$ cat src/rtl/fetch_redirect_unit.sv
// Fetch/redirect front end: fetches opcode words with an optional immediate word and inserts
// flush bubbles after a taken jump. Optional macro FETCH_REDIRECT_COUNT_EN adds redirect_count.
module fetch_redirect_unit #(
  parameter logic [15:0] RESET_PC     = 16'h0000,
  parameter int unsigned FLUSH_CYCLES = 2
) (
  input  logic        clk,
  input  logic        rst_n,
  input  logic        stall,
  input  logic        jump_occured,
  input  logic [15:0] jump_target,
  input  logic [15:0] imem_data,
  output logic [15:0] imem_addr,
  output logic [15:0] instruction,
  output logic [15:0] immediate,
  output logic [15:0] instr_pc,
  output logic        instr_valid
`ifdef FETCH_REDIRECT_COUNT_EN
  ,
  output logic [15:0] redirect_count
`endif
);

  typedef enum logic [1:0] {StFetch, StImm, StFlush} state_e;

  localparam logic [2:0] FlushLoad = 3'(FLUSH_CYCLES);

  state_e      state_q;
  logic [2:0]  cnt_q;
  logic [15:0] pc_q;
  logic [15:0] op_q;
  logic [15:0] op_pc_q;
  logic [15:0] pc_inc;

  assign imem_addr = pc_q;
  assign pc_inc    = pc_q + 16'd1;

  always_ff @(posedge clk or negedge rst_n) begin
    if (!rst_n) begin
      state_q     <= StFetch;
      cnt_q       <= 3'd0;
      pc_q        <= RESET_PC;
      op_q        <= 16'h0000;
      op_pc_q     <= 16'h0000;
      instruction <= 16'h0000;
      immediate   <= 16'h0000;
      instr_pc    <= 16'h0000;
      instr_valid <= 1'b0;
    end else if (jump_occured) begin
      // Redirect wins over stall and drops any half-fetched instruction.
      state_q     <= StFlush;
      cnt_q       <= FlushLoad;
      pc_q        <= jump_target;
      op_q        <= 16'h0000;
      op_pc_q     <= 16'h0000;
      instr_valid <= 1'b0;
    end else if (!stall) begin
      unique case (state_q)
        StFetch: begin
          pc_q <= pc_inc;
          if (imem_data[15]) begin
            op_q        <= imem_data;
            op_pc_q     <= pc_q;
            instr_valid <= 1'b0;
            state_q     <= StImm;
          end else begin
            instruction <= imem_data;
            immediate   <= 16'h0000;
            instr_pc    <= pc_q;
            instr_valid <= 1'b1;
          end
        end
        StImm: begin
          pc_q        <= pc_inc;
          instruction <= op_q;
          immediate   <= imem_data;
          instr_pc    <= op_pc_q;
          instr_valid <= 1'b1;
          state_q     <= StFetch;
        end
        StFlush: begin
          instr_valid <= 1'b0;
          cnt_q       <= cnt_q - 3'd1;
          if (cnt_q <= 3'd1) begin
            state_q <= StFetch;
          end
        end
        default: begin
          state_q     <= StFetch;
          instr_valid <= 1'b0;
        end
      endcase
    end
  end

`ifdef FETCH_REDIRECT_COUNT_EN
  always_ff @(posedge clk or negedge rst_n) begin
    if (!rst_n) begin
      redirect_count <= 16'h0000;
    end else if (jump_occured) begin
      redirect_count <= redirect_count + 16'd1;
    end
  end
`endif

endmodule
$ cat config.mk
export PLATFORM = sky130hd
export DESIGN_NAME = fetch_redirect_unit
export DESIGN_NICKNAME = d
export VERILOG_FILES = /design/src/rtl/fetch_redirect_unit.sv
export SDC_FILE = /design/constraint.sdc
export NUM_CORES = 1
export LEC_CHECK = 0
export ABC_AREA = 0
export CORE_MARGIN = 2
export CORE_UTILIZATION = 45
export DETAILED_ROUTE_END_ITERATION = 12
export PLACE_DENSITY_LB_ADDON = 0.15
export SLEW_MARGIN = 15
export SYNTH_ARGS = -nofsm -noshare
export SYNTH_HDL_FRONTEND = slang
export SYNTH_SLANG_ARGS = --single-unit
$ cat constraint.sdc
create_clock -name clk -period 3.3 [get_ports clk]
set_clock_uncertainty 0.05 [all_clocks]
set_input_delay 0.66 -clock clk [delete_from_list [all_inputs] [get_ports clk]]
set_output_delay 0.66 -clock clk [all_outputs]
set_load 0.05 [all_outputs]
==> results.cfg <==
[clock_tree]
clkTransAtPathRegs_ns = 0.09
hold_buffers = 0
cts_buffer_depth = 2
cts_tree = done
post_cts_buffers = 0
post_cts_resized = 0
insertion_delay_ns = 0.35
htreeDepth = 3
cts_inserted_buffers = 9
clock-sinks = 102
cts_root_buffer = clkbuf_8

[place]
routabilityCongestion = 0.794
io_buffers = 100
dp_hpwl_microns = 6880

[logic_synthesis]
synthCells = 486
synth_area_leaders = dfrtp_1 (56%), nand2_1 (12%), mux2i_1 (6.6%), o21ai_0 (5.0%), a21oi_1 (4.2%)
synth-xor-area-share = 0.0271
synth_area_leader_cell = dfrtp_1
async_reset_ff_frac = 1.00
yosys.area.top_type_share = 0.564
syn_area_sq_mm = 0.00452
ys_seq_elements = 102
synth_enable_flop_cells = 0
syn_area_per_cell_sq_um = 9.31
synthMuxAreaShare = 0.0689
synth_compound_area_frac = 0.104
ys.flop_type = dfrtp_1
ys_warn_count = 0
synth_top_family_by_area = simple AND/OR/NAND/NOR gates
synth.distinct_cells = 34
syn_nets = 525
synth-simple-area-share = 0.189
seq_area_frac_synth = 0.564
synthAdderAreaFrac = 0.00830

[routing]
drt_iter0_drc = 150
antenna_left = 0
route.detailed.drc = 0
viasPerCell = 5.04
vias = 3572
wire_per_inst_microns = 14.6
finalWirelength_microns = 10300
dr.pass1.iters = 4

[worst_setup_path]
max_stage_delay_ns = 0.87
critPathSlowestCell = clkdlybuf4s50_1
path_max_fanout = 8
end_kind = output port
worstPathRequired_ns = 2.59
crit_buf_inv = 1
path_class = flip-flop to output port
crit_path_start_kind = flip-flop
arrival_ns = 1.72
cp_top_family = buffers and inverters
timing.rr.start = imem_addr[0]
crit_chain = clkdlybuf4s50_1
worstSetupStartpoint = imem_addr[11]

[outcome]
run_status = complete, no violations

[layout]
post_route_cells_drive_above_1_share = 0.0521
fill_cells = 900
antenna_cells = 0
final_common_cell = nand2_1
final_cell_mix = nand2_1 (146), dfrtp_1 (102), clkdlybuf4s50_1 (98), o21ai_0 (45), a21oi_1 (38)
final_net_count = 611
syn_to_final_growth_pct = 28.8

[grt]
grt_pass1_vias = 3615
antenna_found_initial = 0
grt_pass1_wl_microns = 17500
grt_start_max_net_pins = 103
overflow = 0
grt_usage = 0.198

[floorplanning]
fp.dieW_microns = 104
initial_core_util = 0.463
die_height_microns = 104
fp-row-count = 36
dieArea_sq_mm = 0.0109
ios = 101
core_sq_mm = 0.00977

[power]
ir_drop_v = 0.000281
leakagePower_nw = 2.44
power.density_mw_per_mm2 = 607
netSwitchingFraction = 0.398
p_seq_frac = 0.443
p_sw_mw = 1.41
clkPwrFrac = 0.192
combPwrFrac = 0.365
intPower_mw = 2.13

[sta]
hold_viol_final = 0
setup_viol = 0
maxSlewHeadroom = 0.563
fin_crit_sh = 0.735
finalSetupTns_ns = 0
grt_setup_unrepaired = no
finalCriticalPeriod_ns = 2.43
drv_slew = 0
tightestPinTransition_ns = 0.655
fin_hold_ws_ns = 0.287
fmaxAchievable_mhz = 412

[hold_path]
hold_class = input pin to async pin

[flow_run]
drv_cap = 0
-- synth_stat cells, types with 2 or more instances --
library cell and count:
nand3_1 21, ha_1 3, xnor2_1 10, a22oi_1 2, buf_1 3, buf_2 3, or3_1 2, nand4_1 3
o21ai_0 45, dfrtp_1 102, inv_1 8, clkbuf_1 28, nand2_1 147, nor2b_1 2, nor3_1 6, nor2_1 12
nor4_1 3, xor2_1 4, mux2i_1 30, a21oi_1 38
-- stage by stage --
stage / power [mW] / std cells / setup slack [ns] / cell area (sq um) / util
after floorplan: 2.39 / 486 / 0.781 / 4520 / -
after global placement: 2.88 / 694 / 0.564 / 5670 / 0.580
after detailed placement: 2.90 / 694 / 0.532 / 5670 / 0.580
after CTS: 3.58 / 709 / 0.852 / 5830 / 0.596
after global routing: 3.70 / 709 / 0.804 / 5830 / 0.596
final: 3.54 / 709 / 0.873 / 5830 / 0.596
-- final timing paths --
| kind | endpoint | slack [ns] | cells past startpoint |
|---|---|---|---|
| max | imem_addr[11] | 0.87 | 1 |
| min | immediate[4] | 0.29 | 2 |
| max reg2reg | imem_addr[14] | 0.89 | 5 |
| min reg2reg | immediate[11] | 0.42 | 2 |
| max in group asynchronous | cnt_q[1] | 2.46 | 2 |
| min in group clk | immediate[11] | 0.42 | 2 |
-- flip-flops by register name, indices dropped and copies added, names as in the netlist --
name	count
op_pc_q	16
state_q	2
instruction	16
op_q	16
instr_pc	16
instr_valid	1
immediate	16
imem_addr	16
cnt_q	3
-- kinds of logic (layout without fill, tap and decap cells) --
logic type                 count (synthesis)  count (layout)
buffers and inverters                     43             133
AOI/OAI and AO/OA                         90              90
xor gates and xnor gates                  14              14
DFF                                      102             102
and+or+nand+nor                          203             203
adders and majority gates                  3               3
muxes                                     31              31
-- power by group through the flow --
| stage | logic (mW) | registers (mW) | clock network, mW |
|---|---|---|---|
| 6_report | 1.29 | 1.57 | 0.680 |
| 5_1_grt | 1.36 | 1.60 | 0.742 |
| 4_1_cts | 1.30 | 1.57 | 0.705 |
| 3_5_place_dp | 1.30 | 1.60 | 0 |
| 3_3_place_gp | 1.29 | 1.59 | 0 |
| 2_1_floorplan | 0.218 | 2.17 | 0 |
-- per-layer routing --
| metal | track usage | vias up | wire length, microns |
|---|---|---|---|
| li1 | - | 1786 | - |
| met1 | 0.269 | 1691 | 4880 |
| met2 | 0.327 | 85 | 4910 |
| met3 | 0.0338 | 10 | 444 |
| met4 | 0.0569 | 0 | 107 |
| met5 | 0 | - | 0 |
-- cell type report --
cell class / instances / area [sq um] / area share
sequential: 102 / 2550 / 0.438
multi-input combinational: 341 / 1810 / 0.311
clock buffer: 12 / 135 / 0.0232
clock inverter: 3 / 22.5 / 0.00387
tap: 133 / 166 / 0.0286
timing repair buffer: 110 / 1110 / 0.190
inverter: 8 / 30.0 / 0.00515
Power figures use the tool's default switching activity.
